==> src/rtl/alu_pkg.sv <==
// Shared definitions for the sequential ALU: operation codes, control FSM states
// and small op-classification helpers used by the control path.
package alu_pkg;

  typedef enum logic [3:0] {
    OP_ADD   = 4'd0,
    OP_SUB   = 4'd1,
    OP_AND   = 4'd2,
    OP_OR    = 4'd3,
    OP_XOR   = 4'd4,
    OP_SLT   = 4'd5,
    OP_SLTU  = 4'd6,
    OP_SLL   = 4'd7,
    OP_SRL   = 4'd8,
    OP_SRA   = 4'd9,
    OP_MUL   = 4'd10,
    OP_MULHU = 4'd11,
    OP_DIVU  = 4'd12,
    OP_REMU  = 4'd13
  } alu_op_e;

  typedef enum logic [1:0] {
    ST_IDLE = 2'd0,
    ST_MUL  = 2'd1,
    ST_DIV  = 2'd2,
    ST_DONE = 2'd3
  } alu_state_e;

  function automatic logic is_iter_op(input logic [3:0] op);
    return (op == OP_MUL) || (op == OP_MULHU) || (op == OP_DIVU) || (op == OP_REMU);
  endfunction

  function automatic logic is_div_op(input logic [3:0] op);
    return (op == OP_DIVU) || (op == OP_REMU);
  endfunction

endpackage

==> src/rtl/seq_alu_muldiv.sv <==
// Iterative unsigned shift-add multiplier and restoring divider, one bit per cycle.
// done pulses on the last iteration cycle; the outputs then carry that final step's value.
module muldiv_iter #(
  parameter int DATA_WIDTH = 32,
  parameter int CNT_W      = $clog2(DATA_WIDTH) + 1
) (
  input  logic                  clk,
  input  logic                  rst_n,
  input  logic                  start,
  input  logic                  is_div,
  input  logic [DATA_WIDTH-1:0] a,
  input  logic [DATA_WIDTH-1:0] b,
  output logic                  done,
  output logic [DATA_WIDTH-1:0] mul_lo,
  output logic [DATA_WIDTH-1:0] mul_hi,
  output logic [DATA_WIDTH-1:0] quo,
  output logic [DATA_WIDTH-1:0] rem
);

  logic [2*DATA_WIDTH-1:0] prod_r;
  logic [2*DATA_WIDTH-1:0] prod_nxt_s;
  logic [DATA_WIDTH-1:0]   opnd_r;
  logic [DATA_WIDTH-1:0]   quo_r;
  logic [DATA_WIDTH-1:0]   rem_r;
  logic [DATA_WIDTH-1:0]   quo_nxt_s;
  logic [DATA_WIDTH-1:0]   rem_nxt_s;
  logic [DATA_WIDTH:0]     sum_s;
  logic [DATA_WIDTH:0]     rem_sh_s;
  logic [CNT_W-1:0]        cnt_r;

  // One multiply step and one divide step; divide by zero falls out as all-ones / dividend.
  always_comb begin
    sum_s      = {1'b0, prod_r[2*DATA_WIDTH-1:DATA_WIDTH]}
               + (prod_r[0] ? {1'b0, opnd_r} : {(DATA_WIDTH+1){1'b0}});
    prod_nxt_s = {sum_s, prod_r[DATA_WIDTH-1:1]};
    rem_sh_s   = {rem_r, quo_r[DATA_WIDTH-1]};
    if (rem_sh_s >= {1'b0, opnd_r}) begin
      rem_nxt_s = rem_sh_s[DATA_WIDTH-1:0] - opnd_r;
      quo_nxt_s = {quo_r[DATA_WIDTH-2:0], 1'b1};
    end else begin
      rem_nxt_s = rem_sh_s[DATA_WIDTH-1:0];
      quo_nxt_s = {quo_r[DATA_WIDTH-2:0], 1'b0};
    end
  end

  // Operand load on start, then DATA_WIDTH iteration cycles counted down to zero.
  always_ff @(posedge clk or negedge rst_n) begin
    if (!rst_n) begin
      prod_r <= {(2*DATA_WIDTH){1'b0}};
      opnd_r <= {DATA_WIDTH{1'b0}};
      quo_r  <= {DATA_WIDTH{1'b0}};
      rem_r  <= {DATA_WIDTH{1'b0}};
      cnt_r  <= {CNT_W{1'b0}};
    end else if (start) begin
      prod_r <= {{DATA_WIDTH{1'b0}}, b};
      opnd_r <= is_div ? b : a;
      quo_r  <= a;
      rem_r  <= {DATA_WIDTH{1'b0}};
      cnt_r  <= CNT_W'(DATA_WIDTH);
    end else if (cnt_r != {CNT_W{1'b0}}) begin
      prod_r <= prod_nxt_s;
      quo_r  <= quo_nxt_s;
      rem_r  <= rem_nxt_s;
      cnt_r  <= cnt_r - CNT_W'(1);
    end
  end

  assign done   = (cnt_r == CNT_W'(1));
  assign mul_lo = prod_nxt_s[DATA_WIDTH-1:0];
  assign mul_hi = prod_nxt_s[2*DATA_WIDTH-1:DATA_WIDTH];
  assign quo    = quo_nxt_s;
  assign rem    = rem_nxt_s;

endmodule

==> src/rtl/seq_alu.sv <==
// Sequential ALU with valid/ready handshakes: single-cycle ops return on the accept edge,
// MUL/MULHU/DIVU/REMU run through muldiv_iter for DATA_WIDTH cycles.
module seq_alu
  import alu_pkg::*;
#(
  parameter int DATA_WIDTH = 32,
  parameter int CNT_W      = $clog2(DATA_WIDTH) + 1
) (
  input  logic                  clk,
  input  logic                  rst_n,
  input  logic                  in_valid,
  output logic                  in_ready,
  input  logic [3:0]            op,
  input  logic [DATA_WIDTH-1:0] a,
  input  logic [DATA_WIDTH-1:0] b,
  output logic                  out_valid,
  input  logic                  out_ready,
  output logic [DATA_WIDTH-1:0] result,
  output logic                  eq,
  output logic                  lt,
  output logic                  ltu
);

  localparam int SHW = $clog2(DATA_WIDTH);

  alu_state_e            state_r;
  alu_state_e            state_nxt_s;
  logic [3:0]            op_r;
  logic [DATA_WIDTH-1:0] a_r;
  logic [DATA_WIDTH-1:0] b_r;
  logic                  accept_s;
  logic                  start_s;
  logic                  md_done_s;
  logic [DATA_WIDTH-1:0] mul_lo_s;
  logic [DATA_WIDTH-1:0] mul_hi_s;
  logic [DATA_WIDTH-1:0] quo_s;
  logic [DATA_WIDTH-1:0] rem_s;
  logic [DATA_WIDTH-1:0] single_res_s;
  logic [DATA_WIDTH-1:0] md_res_s;
  logic                  lt_in_s;
  logic                  ltu_in_s;
  logic                  out_valid_r;
  logic                  out_valid_nxt_s;
  logic [DATA_WIDTH-1:0] result_r;
  logic [DATA_WIDTH-1:0] result_nxt_s;
  logic                  eq_r;
  logic                  lt_r;
  logic                  ltu_r;
  logic                  eq_nxt_s;
  logic                  lt_nxt_s;
  logic                  ltu_nxt_s;

  // A finished result may drain on the same edge a new op is accepted.
  assign in_ready = (state_r == ST_IDLE) && (!out_valid_r || out_ready);
  assign accept_s = in_valid && in_ready;
  assign start_s  = accept_s && is_iter_op(op);
  assign lt_in_s  = $signed(a) < $signed(b);
  assign ltu_in_s = a < b;

  muldiv_iter #(
    .DATA_WIDTH(DATA_WIDTH),
    .CNT_W     (CNT_W)
  ) u_muldiv (
    .clk   (clk),
    .rst_n (rst_n),
    .start (start_s),
    .is_div(is_div_op(op)),
    .a     (a),
    .b     (b),
    .done  (md_done_s),
    .mul_lo(mul_lo_s),
    .mul_hi(mul_hi_s),
    .quo   (quo_s),
    .rem   (rem_s)
  );

  // Single-cycle datapath on the incoming operands; unknown codes yield zero.
  always_comb begin
    single_res_s = {DATA_WIDTH{1'b0}};
    case (alu_op_e'(op))
      OP_ADD:  single_res_s = a + b;
      OP_SUB:  single_res_s = a - b;
      OP_AND:  single_res_s = a & b;
      OP_OR:   single_res_s = a | b;
      OP_XOR:  single_res_s = a ^ b;
      OP_SLT:  single_res_s = {{(DATA_WIDTH-1){1'b0}}, lt_in_s};
      OP_SLTU: single_res_s = {{(DATA_WIDTH-1){1'b0}}, ltu_in_s};
      OP_SLL:  single_res_s = a << b[SHW-1:0];
      OP_SRL:  single_res_s = a >> b[SHW-1:0];
      OP_SRA:  single_res_s = $unsigned($signed(a) >>> b[SHW-1:0]);
      default: single_res_s = {DATA_WIDTH{1'b0}};
    endcase
  end

  // Pick the iterative unit's output according to the captured op.
  always_comb begin
    md_res_s = {DATA_WIDTH{1'b0}};
    case (alu_op_e'(op_r))
      OP_MUL:   md_res_s = mul_lo_s;
      OP_MULHU: md_res_s = mul_hi_s;
      OP_DIVU:  md_res_s = quo_s;
      OP_REMU:  md_res_s = rem_s;
      default:  md_res_s = {DATA_WIDTH{1'b0}};
    endcase
  end

  // Control FSM next state; single-cycle ops never leave IDLE so they can stream.
  always_comb begin
    state_nxt_s = state_r;
    case (state_r)
      ST_IDLE: begin
        if (start_s) begin
          state_nxt_s = is_div_op(op) ? ST_DIV : ST_MUL;
        end else begin
          state_nxt_s = ST_IDLE;
        end
      end
      ST_MUL, ST_DIV: begin
        if (md_done_s) begin
          state_nxt_s = ST_DONE;
        end else begin
          state_nxt_s = state_r;
        end
      end
      ST_DONE: begin
        if (out_ready) begin
          state_nxt_s = ST_IDLE;
        end else begin
          state_nxt_s = ST_DONE;
        end
      end
      default: state_nxt_s = ST_IDLE;
    endcase
  end

  // Output register next values: new result, drain, or hold.
  always_comb begin
    out_valid_nxt_s = out_valid_r;
    result_nxt_s    = result_r;
    eq_nxt_s        = eq_r;
    lt_nxt_s        = lt_r;
    ltu_nxt_s       = ltu_r;
    if (accept_s && !is_iter_op(op)) begin
      out_valid_nxt_s = 1'b1;
      result_nxt_s    = single_res_s;
      eq_nxt_s        = (a == b);
      lt_nxt_s        = lt_in_s;
      ltu_nxt_s       = ltu_in_s;
    end else if ((state_r == ST_MUL || state_r == ST_DIV) && md_done_s) begin
      out_valid_nxt_s = 1'b1;
      result_nxt_s    = md_res_s;
      eq_nxt_s        = (a_r == b_r);
      lt_nxt_s        = $signed(a_r) < $signed(b_r);
      ltu_nxt_s       = a_r < b_r;
    end else if (out_valid_r && out_ready) begin
      out_valid_nxt_s = 1'b0;
    end else begin
      out_valid_nxt_s = out_valid_r;
    end
  end

  // State and captured operands.
  always_ff @(posedge clk or negedge rst_n) begin
    if (!rst_n) begin
      state_r <= ST_IDLE;
      op_r    <= 4'd0;
      a_r     <= {DATA_WIDTH{1'b0}};
      b_r     <= {DATA_WIDTH{1'b0}};
    end else begin
      state_r <= state_nxt_s;
      if (accept_s) begin
        op_r <= op;
        a_r  <= a;
        b_r  <= b;
      end
    end
  end

  // Registered result and flags.
  always_ff @(posedge clk or negedge rst_n) begin
    if (!rst_n) begin
      out_valid_r <= 1'b0;
      result_r    <= {DATA_WIDTH{1'b0}};
      eq_r        <= 1'b0;
      lt_r        <= 1'b0;
      ltu_r       <= 1'b0;
    end else begin
      out_valid_r <= out_valid_nxt_s;
      result_r    <= result_nxt_s;
      eq_r        <= eq_nxt_s;
      lt_r        <= lt_nxt_s;
      ltu_r       <= ltu_nxt_s;
    end
  end

  assign out_valid = out_valid_r;
  assign result    = result_r;
  assign eq        = eq_r;
  assign lt        = lt_r;
  assign ltu       = ltu_r;

endmodule

==> config.mk <==
export PLATFORM = sky130hd
export DESIGN_NAME = seq_alu
export DESIGN_NICKNAME = d
export VERILOG_FILES = /design/src/rtl/alu_pkg.sv /design/src/rtl/seq_alu_muldiv.sv /design/src/rtl/seq_alu.sv
export SDC_FILE = /design/constraint.sdc
export NUM_CORES = 1
export LEC_CHECK = 0
export BUFFER_PORTS_ARGS = -buffer_cell sky130_fd_sc_hd__buf_2
export CORE_MARGIN = 2
export CORE_UTILIZATION = 55
export CTS_BUF_LIST = sky130_fd_sc_hd__clkbuf_8
export CTS_CLUSTER_DIAMETER = 80
export DETAILED_ROUTE_END_ITERATION = 7
export PLACE_DENSITY = 0.8
export SLEW_MARGIN = 20
export SYNTH_ARGS = -nofsm -noshare
export SYNTH_HDL_FRONTEND = slang
export SYNTH_SLANG_ARGS = --single-unit
export TNS_END_PERCENT = 5
==> constraint.sdc <==
create_clock -name clk -period 4.9 [get_ports clk]
set_input_delay 0.735 -clock clk [delete_from_list [all_inputs] [get_ports clk]]
set_output_delay 0.735 -clock clk [all_outputs]
set_load 0.1 [all_outputs]
==> qor_table.md, run 1 <==
| Result | Reported |
| --- | --- |
| Outcome | completed |
| Clock-pin slew on the worst setup and hold paths | 60 ps |
| Num rows | 77 |
| Most common cell in the synthesized netlist | sky130_fd_sc_hd__nand2_1 |
| Final setup violation count | 0 |
| Number of enable-type register cells in the synthesized netlist | 0 |
| Share of cells above drive strength 1 | 10.2% |
| Setup ws final | 530 ps |
| Clock latency on the worst-skew pair | 660 ps |
| Total power draw | 18.3 mW |
| Max capacitance violation total | 0 |
| First-pass GRT wire length | 153000 um |
| Detailed Route Iter0 Violations | 3942 |
| Synth cell types | 84 |
| Count of port buffers added during placement | 108 |
| Number of CTS-inserted buffers | 50 |
| Worst endpoint data arrival time | 4880 ps |
| Tightest slew margin relative to the limit | 24.1% |
| Number of nets with antenna violations after detailed routing | 0 |
| First-pass DRT Iterations | 8 |
| HPWL Detailed | 75100 um |
| DRC Markers | 0 |
| Critical Path Source Type | flop |
| Final routed wirelength across all metal layers | 102000 um |
| Routability cong. | 1.02 |
| Transition at the pin with the smallest max-transition slack | 1140 ps |
| Critical path required time | 5410 ps |
| Leading area contributor after synthesis | sky130_fd_sc_hd__dfrtp_1 |
| TritonCTS Sinks | 272 |
| Worst setup path class | reg2reg |
| Core Box Area | 44400 sq um |
| Total routing resource utilization after global routing | 42.8% |
| Vias in the first global route | 24521 |
| Vias per cell | 6.90 |
| Post-CTS setup-driven buffer insertion count | 0 |
| Worst hold path type | in2async |
| Die Y | 216 um |
| Leading register cell type out of synthesis | sky130_fd_sc_hd__dfrtp_1 |
| Top cell types by occurrence after synthesis | sky130_fd_sc_hd__nand2_1 (401), sky130_fd_sc_hd__nor2_1 (357), sky130_fd_sc_hd__dfrtp_1 (272), sky130_fd_sc_hd__a21oi_1 (243), sky130_fd_sc_hd__o21ai_0 (225) |
| Layout Area Growth over Synthesis | 7.26% |
| Register bit total from synthesis | 272 |
| Static leakage power | 12.0 nW |
| Number of top-level pins | 109 |
| Average wire per cell in the routed design | 26.9 um |
| Post-Synthesis Cells | 3176 |
| Synth top area share | 27.4% |
| GRT Residual Overflow | 0 |
| Crit share post-route | 89.2% |
| NumNets Final | 3428 |
| Worst Clk Skew | 26.1 ps |
| TNS Setup | 0 ps |
| Effective utilization at floorplan | 55.9% |
| Mapped Area | 24800 sq um |
| Peak Freq | 229 MHz |
| Avg Synthesized Cell Area | 7.81 sq um |
| Setup slack at placement | 688 ps |
| Chip width | 216 um |
| Resized Gates After CTS | 0 |
| Count of pins over their slew limit | 0 |
| Via count | 26071 |
| Number of endpoints with negative hold slack in the final report | 0 |
| Post-synth net total | 3452 |
| YS warnings | 0 |
| VDD IR max | 0.749 mV |
| Sequential element share of the synthesized area | 27.4% |
| Clock tree from TritonCTS | done |
| DIE AREA | 46800 sq um |
| Pin count of the biggest net entering global routing | 116 |
| Number of antenna violations at the first check in global routing | 4 |
| Total power density per cell area | 686 nW/um^2 |
| Biggest area contributors in the synthesized netlist | sky130_fd_sc_hd__dfrtp_1 (27%), sky130_fd_sc_hd__ha_1 (10%), sky130_fd_sc_hd__nand2_1 (6.1%) |
| RSZ-0062 raised after global routing | no |
| Clock tree buffer depth | 3 |
| Period minus WS final | 4370 ps |
| Largest fanout on the critical path | 4 |
| Element type at the critical path end | flop |
| Root buffer cell | sky130_fd_sc_hd__clkbuf_8 |
| Async set or reset register ratio after synthesis | 100% |
| Hold buffer count at CTS | 0 |
| CTS H-Tree Depth | 2 |
-- worst max-delay path, cell delays in order (launching register included) --
cell,delay (ps)
sky130_fd_sc_hd__dfrtp_1,470
sky130_fd_sc_hd__inv_1,90
sky130_fd_sc_hd__ha_1,180
sky130_fd_sc_hd__inv_1,60
sky130_fd_sc_hd__fa_1,430
sky130_fd_sc_hd__a211oi_1,350
sky130_fd_sc_hd__nor2_1,140
sky130_fd_sc_hd__o31ai_1,580
sky130_fd_sc_hd__a31oi_1,350
sky130_fd_sc_hd__a21oi_1,380
sky130_fd_sc_hd__a311oi_1,150
sky130_fd_sc_hd__a211oi_1,310
sky130_fd_sc_hd__xnor2_1,130
sky130_fd_sc_hd__a21oi_1,430
sky130_fd_sc_hd__o221ai_2,150
-- logic make-up after synthesis --
group	synth area share, %
AO/OA/AOI/OAI	26.6
AND/OR/NAND/NOR	18.2
buffers and inverters	6.78
flip-flops	27.4
adder cells (fa/ha/maj)	10.4
multiplexers	7.37
XOR/XNOR	3.14
-- routing by layer --
metal	vias up	track usage, %	part of all wire, %	routed length (um)
li1	11401	-	-	-
met1	12494	56.5	39	39500
met2	1812	63.8	43	43400
met3	362	10.3	11	11600
met4	2	25.3	7.2	7280
met5	-	0	0.012	12
-- final timing paths --
check                                    from            endpoint  slack (ps)  cells past startpoint
max in group asynchronous               rst_n  u_muldiv.rem_r[17]        3610                      2
min                                     rst_n             a_r[24]          70                      1
min in group clk                    out_ready           out_valid         400                      3
min reg2reg                           a_r[30]             a_r[30]         490                      2
max                        u_muldiv.quo_r[31]          result[30]         530                     14
max reg2reg                u_muldiv.quo_r[31]          result[30]         530                     14
-- per-stage QoR --
stage                     cells  hold WS [ps]  utilization (%)  area, sq um
final                      3776          74.4             59.9        26600
after detailed placement   3692           478             57.8        25700
after CTS                  3773           100             59.9        26600
after floorplan            3176           439                -        24800
after global routing       3773           154             59.9        26600
after global placement     3692           471             57.8        25700
-- flip-flops by register name, summed over array words and instances, names as in the netlist --
register	count
u_muldiv.prod_r	64
a_r	32
b_r	32
result	32
u_muldiv.opnd_r	32
u_muldiv.quo_r	32
u_muldiv.rem_r	32
u_muldiv.cnt_r	6
op_r	4
state_r	2
eq	1
lt	1
ltu	1
out_valid	1
-- final cells by class --
cell class | instances | area (sq um)
inverters | 187 | 702
clock buffers | 55 | 757
clock inverters | 26 | 185
repair buffers | 165 | 1040
diodes | 3 | 7.51
flip-flops and latches | 272 | 6810
multi-input cells | 2476 | 16400
fillers | 4080 | 17800
well taps | 592 | 741
-- power by group --
group	total, mW	internal, mW	switching, mW
clock network	2.19	1.13	1.06
logic	11.8	4.11	7.67
registers	4.29	3.44	0.852
-- layout by cell type (no fill, tap or decap), types with 40 or more instances in the layout --
cell type and instances:
sky130_fd_sc_hd__nand2_1 398, sky130_fd_sc_hd__nor2_1 355, sky130_fd_sc_hd__dfrtp_1 272, sky130_fd_sc_hd__a21oi_1 243, sky130_fd_sc_hd__o21ai_0 225, sky130_fd_sc_hd__ha_1 200, sky130_fd_sc_hd__inv_1 198, sky130_fd_sc_hd__buf_2 106
sky130_fd_sc_hd__a31oi_1 96, sky130_fd_sc_hd__xnor2_1 62, sky130_fd_sc_hd__a211oi_1 59, sky130_fd_sc_hd__o21ai_1 58, sky130_fd_sc_hd__mux4_2 57, sky130_fd_sc_hd__clkbuf_8 55, sky130_fd_sc_hd__a22oi_1 53, sky130_fd_sc_hd__buf_4 53
sky130_fd_sc_hd__a21o_1 51, sky130_fd_sc_hd__mux2i_1 50, sky130_fd_sc_hd__nor3_1 44, sky130_fd_sc_hd__and2_1 40
Note: power is estimated with default switching activity, not from simulation.
==> run 2, diff against run 1 <==
--- a/config.mk
+++ b/config.mk
@@ -6,6 +6,7 @@
 export NUM_CORES = 1
 export LEC_CHECK = 0
 export BUFFER_PORTS_ARGS = -buffer_cell sky130_fd_sc_hd__buf_2
+export CAP_MARGIN = 15
 export CORE_MARGIN = 2
 export CORE_UTILIZATION = 55
 export CTS_BUF_LIST = sky130_fd_sc_hd__clkbuf_8
==> constraint.sdc (replaced) <==
create_clock -name clk -period 4.5 [get_ports clk]
set_input_delay 0.675 -clock clk [delete_from_list [all_inputs] [get_ports clk]]
set_output_delay 0.675 -clock clk [all_outputs]
set_load 0.1 [all_outputs]
==> run 2 against run 1 <==
Global-route usage down 0.49 points. Flip-flop and latch count is the same. Total power rose by 10%. First-iteration DRC count shrank 0.63%. Clock-buffer cell count grew 12. Non-clock buffer count increased by 19. Core utilization is 0.70 points higher. The flow now finishes with violations (hold timing). Worst setup slack worse by 140 ps. Worst hold slack worse by 82 ps. Clock power grew 23%. Sequential power rose by 8.4%.
==> qor_table.md, run 2 (synthesis gave the netlist of run 1 again) <==
| Result | Reported |
| --- | --- |
| Number of cells on the worst reg-to-reg path | 14 |
| Hold buffer count at CTS | 0 |
| Tightest slew margin relative to the limit | 11.3% |
| Most frequent standard cell in the layout excluding fill and tap cells | sky130_fd_sc_hd__nand2_1 |
| Largest fanout on the critical path | 5 |
| Chip width | 216 um |
| Slowest stage delay, CP | 520 ps |
| Final Instance Count excl. Fillers | 3802 |
| First-pass GRT wire length | 152000 um |
| First-pass DRT Iterations | 8 |
| Via count | 25920 |
| Die Y | 216 um |
| Buffering stage count on the worst path with inverters included | 1 |
| Count of pins over their slew limit | 0 |
| Clock latency on the worst-skew pair | 680 ps |
| Pin count of the biggest net entering global routing | 94 |
| Top reg by flops | u_muldiv.prod_r |
| Top cell family by delay on the critical path | compound AO/OA/AOI/OAI gates |
| Effective utilization at floorplan | 55.9% |
| Instance count on the critical path | 14 |
| Num rows | 77 |
| Clock tree from TritonCTS | done |
| Crit-path cells | and2_1 -> ha_1 -> inv_1 -> fa_1 -> nand2b_1 -> a21oi_1 -> o21ai_0 -> a2111oi_0 -> nor2_1 -> o211ai_1 -> o211ai_1 -> xnor2_1 -> nand2_1 -> a21oi_1 |
| Number of endpoints with negative hold slack in the final report | 12 |
| Layout Area Growth over Synthesis | 8.53% |
| Root buffer cell | sky130_fd_sc_hd__clkbuf_8 |
| Number of nets with antenna violations after detailed routing | 0 |
| Element type at the critical path end | flop |
| Peak Freq | 243 MHz |
| Max capacitance violation total | 0 |
| Number of CTS-inserted buffers | 49 |
| Setup ws final | 389 ps |
| Critical Path Source Type | flop |
| Static leakage power | 12.2 nW |
| Most used cells in the layout excluding fill and tap cells | sky130_fd_sc_hd__nand2_1 (398), sky130_fd_sc_hd__nor2_1 (355), sky130_fd_sc_hd__dfrtp_1 (272) |
| Critical path required time | 5080 ps |
| Startpoint of the most critical register-to-register path | u_muldiv.opnd_r[0] |
| Final routed wirelength across all metal layers | 100000 um |
| Worst Clk Skew | 33.1 ps |
| Crit share post-route | 91.4% |
| Worst endpoint data arrival time | 4690 ps |
| Number of antenna violations at the first check in global routing | 5 |
| Period minus WS final | 4110 ps |
| Setup slack at placement | 391 ps |
| Worst setup endpoint | u_muldiv.prod_r[61] |
| Post-CTS setup-driven buffer insertion count | 0 |
| Average wire per cell in the routed design | 26.4 um |
| Fin Hold WS | -7.85 ps |
| Worst hold path type | in2async |
| Vias in the first global route | 24996 |
| R2r endpoint | u_muldiv.prod_r[61] |
| Share of cells above drive strength 1 | 11.1% |
| Number of top-level pins | 109 |
| Vias per cell | 6.82 |
| Layout fillers | 4071 |
| Number of flip-flops under the largest register name | 64 |
| Worst setup path class | reg2reg |
| Core Box Area | 44400 sq um |
| Total placed cells including tap cells | 3711 |
| Total power draw | 20.1 mW |
| NumNets Final | 3446 |
| DRC Markers | 0 |
| Transition at the pin with the smallest max-transition slack | 1330 ps |
| Clock-pin slew on the worst setup and hold paths | 60 ps |
| Crit-path slowest cell | sky130_fd_sc_hd__xnor2_1 |
| Failing checks | hold timing |
| VDD IR max | 1.01 mV |
| Clock tree buffer depth | 3 |
| Outcome | complete, but fails checks |
| Resized Gates After CTS | 0 |
| GRT Residual Overflow | 0 |
| Final setup violation count | 0 |
| Worst Setup SP | u_muldiv.opnd_r[0] |
| Total routing resource utilization after global routing | 42.3% |
| RSZ-0062 raised after global routing | no |
| DIE AREA | 46800 sq um |
| Routability cong. | 1.04 |
| TNS Setup | 0 ps |
| HPWL Detailed | 74200 um |
| Total power density per cell area | 748 nW/um^2 |
| Reg-to-reg slack, setup | 390 ps |
| TritonCTS Sinks | 272 |
| CTS H-Tree Depth | 2 |
| Count of port buffers added during placement | 108 |
| Detailed Route Iter0 Violations | 3917 |
==> run 2: final cells by class <==
class                           instances  area [sq um]  share of cell area [%]
Antenna cell                            2          5.00                  0.0186
Clock buffer                           67           922                    3.42
Clock inverter                         22           186                   0.692
Inverter                              187           702                    2.61
Multi-Input combinational cell       2476         16400                    60.8
Sequential cell                       272          6810                    25.3
Tap cell                              592           741                    2.75
Timing Repair Buffer                  184          1190                    4.40
==> run 2: power breakdown <==
part           switching, mW  internal, mW  total (mW)
Sequential             0.915          3.74        4.65
Combinational           8.30          4.49        12.8
Clock                   1.20          1.50        2.70
==> run 2: stage by stage <==
step           utilization (%)  instance area [sq um]  hold slack [ps]
6_report                  60.6                  26900            -7.85
5_1_grt                   60.6                  26900             71.2
4_1_cts                   60.6                  26900             39.6
3_5_place_dp              58.1                  25800              481
3_3_place_gp              58.1                  25800              469
2_1_floorplan                -                  24800              379
==> run 2: worst min path at each step <==
stage | slack, ps | cells after the start | end
after global routing | 70 | 1 | b_r[24]
after detailed placement | 480 | 2 | a_r[11]
final | -8 | 1 | a_r[28]
after floorplan | 380 | 0 | a_r[0]
after CTS | 40 | 1 | a_r[24]
after global placement | 470 | 2 | b_r[0]
==> run 2: metal layers <==
metal	share of wire, %	wire [um]	GRT usage [%]	up-vias
li1	-	-	-	11428
met1	39	39000	55.2	12461
met2	42	42400	62.3	1683
met3	12	12000	12.3	344
met4	6.9	6870	24.8	4
met5	0.030	30	0	-
